--- config.mk ---
export PLATFORM = sky130hd
export DESIGN_NAME = serial_display_driver_flat
export DESIGN_NICKNAME = d
export VERILOG_FILES = /design/src/rtl/serial_display_driver_if.sv /design/src/rtl/serial_display_driver.sv /design/src/flat_wrapper.sv
export SDC_FILE = /design/constraint.sdc
export NUM_CORES = 1
export LEC_CHECK = 0
export ABC_AREA = 1
export CORE_ASPECT_RATIO = 0.75
export CORE_UTILIZATION = 28
export DETAILED_ROUTE_END_ITERATION = 8
export HOLD_SLACK_MARGIN = 0.03
export PLACE_DENSITY = 0.43
export RECOVER_POWER = 50
export SETUP_SLACK_MARGIN = 0.15
export SYNTH_ARGS = -nofsm -noshare
export SYNTH_HDL_FRONTEND = slang
export SYNTH_SLANG_ARGS = --single-unit
--- constraint.sdc ---
create_clock -name clk -period 2.3 [get_ports clk]
set_clock_uncertainty 0.15 [all_clocks]
set_input_delay 0.23 -clock clk [delete_from_list [all_inputs] [get_ports clk]]
set_output_delay 0.23 -clock clk [all_outputs]
set_load 0.02 [all_outputs]
--- src/rtl/serial_display_driver_if.sv ---
// Bus bundle for the serial 7-segment display driver: frame request/control
// inputs and the serial chain outputs.
interface serial_display_driver_if #(
    parameter int unsigned NUM_DIGITS = 4
);
    logic                      enable;
    logic                      cont;
    logic                      start;
    logic                      blank_lz;
    logic [4*NUM_DIGITS-1:0]   bcd_in;
    logic [NUM_DIGITS-1:0]     dp_in;
    logic                      ser_data;
    logic                      ser_clk;
    logic                      ser_latch;
    logic                      busy;
    logic                      frame_done;

    // Result path / controller side
    modport master (
        output enable, cont, start, blank_lz, bcd_in, dp_in,
        input  ser_data, ser_clk, ser_latch, busy, frame_done
    );

    // Display driver side
    modport slave (
        input  enable, cont, start, blank_lz, bcd_in, dp_in,
        output ser_data, ser_clk, ser_latch, busy, frame_done
    );
endinterface

--- src/rtl/serial_display_driver.sv ---
// Serial driver for chained shift-register 7-segment displays. Encodes BCD
// digits (with leading-zero blanking and decimal points) into segment bytes
// and shifts the frame out with a generated serial clock and latch strobe.
module serial_display_driver #(
    parameter int unsigned NUM_DIGITS = 4,
    parameter int unsigned CLK_DIV    = 1,
    parameter int unsigned GAP_CYCLES = 0,
    parameter int unsigned LSB_FIRST  = 1
) (
    input logic                    clk,
    input logic                    rst,
    serial_display_driver_if.slave bus
);
    localparam int unsigned FRAME_BITS = 8 * NUM_DIGITS;
    localparam int unsigned DIV_W      = (CLK_DIV > 1) ? $clog2(CLK_DIV) : 1;
    localparam int unsigned BIT_W      = $clog2(FRAME_BITS);
    localparam int unsigned GAP_W      = (GAP_CYCLES > 1) ? $clog2(GAP_CYCLES) : 1;

    typedef enum logic [1:0] {StIdle, StShift, StLatch, StGap} state_e;

    state_e                  state_q;
    logic [FRAME_BITS-1:0]   sr_q;
    logic [DIV_W-1:0]        div_q;
    logic                    half_q;
    logic [BIT_W-1:0]        bit_q;
    logic [GAP_W-1:0]        gap_q;
    logic                    ser_data_q;
    logic                    ser_clk_q;
    logic                    ser_latch_q;
    logic                    busy_q;
    logic                    done_q;

    logic [FRAME_BITS-1:0]   frame_ordered;
    logic                    div_last;
    logic                    bit_last;
    logic                    gap_last;
    logic                    frame_end;
    logic                    load;

    // Encode digits into segment bytes, laid out in transmit order (bit 0 goes out first)
    always_comb begin : encode
        logic       run;
        logic [3:0] nib;
        logic [7:0] seg;
        int         slot;
        run           = 1'b1;
        frame_ordered = '0;
        for (int i = NUM_DIGITS - 1; i >= 0; i--) begin
            nib = bcd_in_nib(i);
            // Leading-zero run ends at the first non-zero (or dash) digit; digit 0 never blanks
            if (i == 0 || nib != 4'd0) run = 1'b0;
            case (nib)
                4'd0:    seg = 8'hFC;
                4'd1:    seg = 8'h60;
                4'd2:    seg = 8'hDA;
                4'd3:    seg = 8'hF2;
                4'd4:    seg = 8'h66;
                4'd5:    seg = 8'hB6;
                4'd6:    seg = 8'hBE;
                4'd7:    seg = 8'hE0;
                4'd8:    seg = 8'hFE;
                4'd9:    seg = 8'hF6;
                default: seg = 8'h02;
            endcase
            if (run && bus.blank_lz) seg = 8'h00;
            seg[0] = seg[0] | bus.dp_in[i];
            slot = NUM_DIGITS - 1 - i;
            for (int j = 0; j < 8; j++) begin
                frame_ordered[8*slot+j] = (LSB_FIRST != 0) ? seg[j] : seg[7-j];
            end
        end
    end

    function automatic logic [3:0] bcd_in_nib(input int idx);
        return bus.bcd_in[4*idx +: 4];
    endfunction

    // Counter terminal conditions and frame (re)load decision
    always_comb begin
        div_last  = (div_q == DIV_W'(CLK_DIV - 1));
        bit_last  = (bit_q == BIT_W'(FRAME_BITS - 1));
        gap_last  = (gap_q == GAP_W'(GAP_CYCLES - 1));
        frame_end = (state_q == StLatch && div_last && GAP_CYCLES == 0) ||
                    (state_q == StGap && gap_last);
        load      = (state_q == StIdle && (bus.cont || bus.start)) || (frame_end && bus.cont);
    end

    // Frame sequencer with registered serial outputs
    always_ff @(posedge clk or posedge rst) begin
        if (rst) begin
            state_q     <= StIdle;
            sr_q        <= '0;
            div_q       <= '0;
            half_q      <= 1'b0;
            bit_q       <= '0;
            gap_q       <= '0;
            ser_data_q  <= 1'b0;
            ser_clk_q   <= 1'b0;
            ser_latch_q <= 1'b0;
            busy_q      <= 1'b0;
            done_q      <= 1'b0;
        end else if (bus.enable) begin
            if (load) begin
                // Snapshot the frame and present its first bit immediately
                state_q     <= StShift;
                sr_q        <= frame_ordered >> 1;
                ser_data_q  <= frame_ordered[0];
                ser_clk_q   <= 1'b0;
                ser_latch_q <= 1'b0;
                busy_q      <= 1'b1;
                done_q      <= 1'b0;
                div_q       <= '0;
                half_q      <= 1'b0;
                bit_q       <= '0;
                gap_q       <= '0;
            end else begin
                unique case (state_q)
                    StIdle: ;
                    StShift: begin
                        if (!div_last) begin
                            div_q <= div_q + 1'b1;
                        end else begin
                            div_q <= '0;
                            if (!half_q) begin
                                half_q    <= 1'b1;
                                ser_clk_q <= 1'b1;
                            end else if (bit_last) begin
                                state_q     <= StLatch;
                                half_q      <= 1'b0;
                                ser_clk_q   <= 1'b0;
                                ser_data_q  <= 1'b0;
                                ser_latch_q <= 1'b1;
                                done_q      <= (CLK_DIV == 1);
                            end else begin
                                // Falling edge of ser_clk: advance to the next bit
                                half_q     <= 1'b0;
                                ser_clk_q  <= 1'b0;
                                bit_q      <= bit_q + 1'b1;
                                ser_data_q <= sr_q[0];
                                sr_q       <= sr_q >> 1;
                            end
                        end
                    end
                    StLatch: begin
                        if (!div_last) begin
                            div_q  <= div_q + 1'b1;
                            done_q <= (div_q == DIV_W'(CLK_DIV - 2));
                        end else begin
                            div_q       <= '0;
                            ser_latch_q <= 1'b0;
                            done_q      <= 1'b0;
                            if (GAP_CYCLES > 0) begin
                                state_q <= StGap;
                                gap_q   <= '0;
                            end else begin
                                state_q <= StIdle;
                                busy_q  <= 1'b0;
                            end
                        end
                    end
                    StGap: begin
                        if (!gap_last) begin
                            gap_q <= gap_q + 1'b1;
                        end else begin
                            state_q <= StIdle;
                            busy_q  <= 1'b0;
                        end
                    end
                endcase
            end
        end
    end

    assign bus.ser_data   = ser_data_q;
    assign bus.ser_clk    = ser_clk_q;
    assign bus.ser_latch  = ser_latch_q;
    assign bus.busy       = busy_q;
    assign bus.frame_done = done_q;
endmodule

--- src/flat_wrapper.sv ---
// flat-port wrapper written by rule: the top's interface ports become plain ports
module serial_display_driver_flat 
#(
    parameter int unsigned NUM_DIGITS = 4,
    parameter int unsigned CLK_DIV    = 1,
    parameter int unsigned GAP_CYCLES = 0,
    parameter int unsigned LSB_FIRST  = 1
)
  (clk, rst, bus_enable, bus_cont, bus_start, bus_blank_lz, bus_bcd_in, bus_dp_in, bus_ser_data, bus_ser_clk, bus_ser_latch, bus_busy, bus_frame_done);
  serial_display_driver_if #(.NUM_DIGITS(NUM_DIGITS)) bus_i ();
  input logic clk;
  input logic rst;
  input wire logic [$bits(bus_i.enable)-1:0] bus_enable;
  input wire logic [$bits(bus_i.cont)-1:0] bus_cont;
  input wire logic [$bits(bus_i.start)-1:0] bus_start;
  input wire logic [$bits(bus_i.blank_lz)-1:0] bus_blank_lz;
  input wire logic [$bits(bus_i.bcd_in)-1:0] bus_bcd_in;
  input wire logic [$bits(bus_i.dp_in)-1:0] bus_dp_in;
  output wire logic [$bits(bus_i.ser_data)-1:0] bus_ser_data;
  output wire logic [$bits(bus_i.ser_clk)-1:0] bus_ser_clk;
  output wire logic [$bits(bus_i.ser_latch)-1:0] bus_ser_latch;
  output wire logic [$bits(bus_i.busy)-1:0] bus_busy;
  output wire logic [$bits(bus_i.frame_done)-1:0] bus_frame_done;
  assign bus_i.enable = bus_enable;
  assign bus_i.cont = bus_cont;
  assign bus_i.start = bus_start;
  assign bus_i.blank_lz = bus_blank_lz;
  assign bus_i.bcd_in = bus_bcd_in;
  assign bus_i.dp_in = bus_dp_in;
  assign bus_ser_data = bus_i.ser_data;
  assign bus_ser_clk = bus_i.ser_clk;
  assign bus_ser_latch = bus_i.ser_latch;
  assign bus_busy = bus_i.busy;
  assign bus_frame_done = bus_i.frame_done;
  serial_display_driver #(.NUM_DIGITS(NUM_DIGITS), .CLK_DIV(CLK_DIV), .GAP_CYCLES(GAP_CYCLES), .LSB_FIRST(LSB_FIRST)) u_core (.clk(clk), .rst(rst), .bus(bus_i));
endmodule
==> impl_metrics.tcl <==
set metrics [dict create \
    max_freq_mhz 523.6 \
    via_count 2696 \
    port_buffers 30 \
    required_ps 2320 \
    relSlewSlack 0.2297 \
    power.density_mw_per_mm2 1092 \
    clk_pin_slew_ps 60 \
    cts.htree.levels 2 \
    n_antenna_cell 0 \
    cts.sink_count 44 \
    synth_fa_ha_area_frac 0.1042 \
    dr_wl_met2_um 2782 \
    dr_wl_met3_um 232 \
    drt_first_pass_iters 4 \
    fin_nets 523 \
    synth-simple-area-share 0.3451 \
    muxShareOfSynthArea 0 \
    fin_crit_ps 1910 \
    synthXorXnorAreaFrac 0.005611 \
    fp.dieW_um 123.9 \
    core_mm2 0.01057 \
    setup_viol 0 \
    syn2layout_area_growth_pct 18.24 \
    synth_top_area_frac 0.3527 \
    power.total_mw 4.030 \
    syn_inst 443 \
    antenna_left 0 \
    drt_iter0_markers 96 \
    synth_top_family_by_area "simple AND/OR/NAND/NOR gates" \
    wl_met1_um 3713 \
    ctsHoldBuffers 0 \
    ctsLongestPathBuffers 2 \
    start_util 0.2953 \
    rsz0062_at_grt "false" \
    end_kind "flop" \
    yosysUniqueCellTypes 27 \
    dieHeight_um 93.44 \
    crit_buf_inv 3 \
    crit_path_start_kind "flop" \
    synth_top_area_cell "dfrtp_1" \
    cts_buffers 5 \
    grt_use_total 0.1318 \
    synth_nets 495 \
    maxUsedRoutingLayer "met4" \
    yosys-top-cells-area "dfrtp_1 (35%), nand2_1 (19%), ha_1 (10%), nand3_1 (7.7%), inv_1 (6.6%)" \
    grt_pass1_vias 2556 \
    grt_pass1_wl_um 12100 \
    cpPeakStageDelay_ps 410 \
    syn_area_per_cell_um2 7.047 \
    cts_tree "yes" \
    insertion_delay_ps 280 \
    drc 0 \
    layout_common_cells "nand2_1 (161), inv_1 (54), nand3_1 (48)" \
    fp-row-count 32 \
    peakVddDrop_uv 396.5 \
    finalCritPeriodShare 0.8304 \
    critPathKind "reg2reg" \
    yosysWarnings 0 \
    worstPathArrival_ps 1930 \
    drv_slew 0 \
    drive_above_1_share 0.05732 \
    path_cells "inv_1, ha_1, inv_1, nand2_1, nand2_2, nand2_4, buf_4, o21ai_0, nand3_1, nand2_1" \
    p_leak_nw 1.932 \
    wl_per_cell_um 11.13 \
    tns_ps 0 \
    cp_top_family "buffers and inverters" \
    ctsRootBufferMaster "clkbuf_16" \
    grt_max_degree 45 \
    viasPerCell 4.442 \
    antenna_found_initial 0 \
    synth_compound_area_frac 0.08697 \
    routabilityCongestion 0.8173 \
    dpl.hpwl_um 4920 \
    hp-class "reg2reg" \
    synth-seq-cells 44 \
    tightest_slew_ps 1155 \
    grt_overflow_total 0 \
    ioPinCount 31 \
    final_common_cell "nand2_1" \
    hold_viol 0 \
    slowest_stage "dfrtp_1" \
    status "finished, final reports clean" \
    syn_area_mm2 0.003122 \
    r2r_slack_ps 390 \
    dieArea_mm2 0.01158 \
    ys_seq_area_frac 0.3527 \
    crit_path_max_fanout 27 \
    drv_cap 0 \
    wirelength_um 6757 \
]
==> kinds of logic (layout without fill, tap and decap cells) <==
family,count (synthesis),count (layout)
buf+inv,72,100
fa+ha+maj,26,26
xor+xnor,2,2
flops,44,44
compound gates,48,48
simple gates,251,251
==> what timing repair did <==
action / CTS / global route
buffers inserted: 0 / 0
setup endpoints to repair: 0 / 11
resized for setup: 0 / 2
==> flip-flops by register name, summed over array words and instances (netlist names) <==
register	flops
u_core.sr_q	31
u_core.state_q	2
u_core.bit_q	5
u_core.gap_last	1
u_core.bus.frame_done	1
u_core.bus.ser_data	1
u_core.half_q	1
u_core.bus.busy	1
u_core.bus.ser_latch	1
==> metal layers <==
layer	up-vias	GRT usage
met5	-	0
met4	0	0.02083
met3	2	0.02988
met2	28	0.1972
met1	1222	0.1941
li1	1444	-
==> worst paths after layout <==
kind,cells after the start,endpoint,from
max,10,u_core.sr_q[6],u_core.state_q[0]
min,2,u_core.bus.frame_done,u_core.bus.frame_done
max reg2reg,10,u_core.sr_q[6],u_core.state_q[0]
min reg2reg,2,u_core.bus.frame_done,u_core.bus.frame_done
max in group asynchronous,3,u_core.sr_q[26],rst
min in group asynchronous,3,u_core.bus.busy,rst
==> per-stage QoR <==
step | hold WS (ps) | setup slack, ps | cells | instance area (um2) | util
after CTS | 154.7 | 310.9 | 607 | 3700 | 0.3500
after detailed placement | 308.2 | 77.06 | 600 | 3547 | 0.3356
after floorplan | 222.7 | 589.6 | 443 | 3122 | -
final | 317.0 | 390.0 | 607 | 3691 | 0.3492
after global placement | 307.0 | 139.9 | 600 | 3547 | 0.3356
after global routing | 347.1 | 166.1 | 607 | 3691 | 0.3492
==> worst reg2reg max path, stage by stage (launching register included) <==
cell and delay, ps:
dfrtp_1 410, inv_1 100, ha_1 200, inv_1 50
nand2_1 70, nand2_2 80, nand2_4 120, buf_4 290
o21ai_0 180, nand3_1 100, nand2_1 50
==> Yosys cell counts <==
cell	count
nand2_4	3
or2_0	1
and2_1	1
nand3_2	1
nand2_2	2
inv_2	2
nand4_1	4
o21ai_4	1
buf_4	6
a21oi_1	4
nand4_2	1
buf_6	4
or2_2	2
nor3_1	2
o21ai_0	17
inv_1	55
o21ai_1	18
o211ai_1	8
nand3_1	48
or2_1	3
dfrtp_1	44
nand2_1	161
ha_1	26
nor2_2	1
xor2_1	2
buf_2	5
nor2_1	21
==> power by group <==
group	switching, mW	leakage (nW)	total [mW]	internal (mW)
logic	1.26	1.30	2.02	0.757
clock network	0.285	0.0760	0.741	0.456
registers	0.158	0.557	1.27	1.11
total	1.70	1.93	4.03	2.33
==> layout make-up <==
cell class / instances / area (um2)
sequential: 44 / 1101
tap: 136 / 170.2
timing repair buffer: 36 / 359.1
inverter: 57 / 214.0
fill: 1168 / 6879
multi-input combinational: 327 / 1694
clock buffer: 7 / 152.6
No activity file was read; power rests on OpenSTA's default activity.
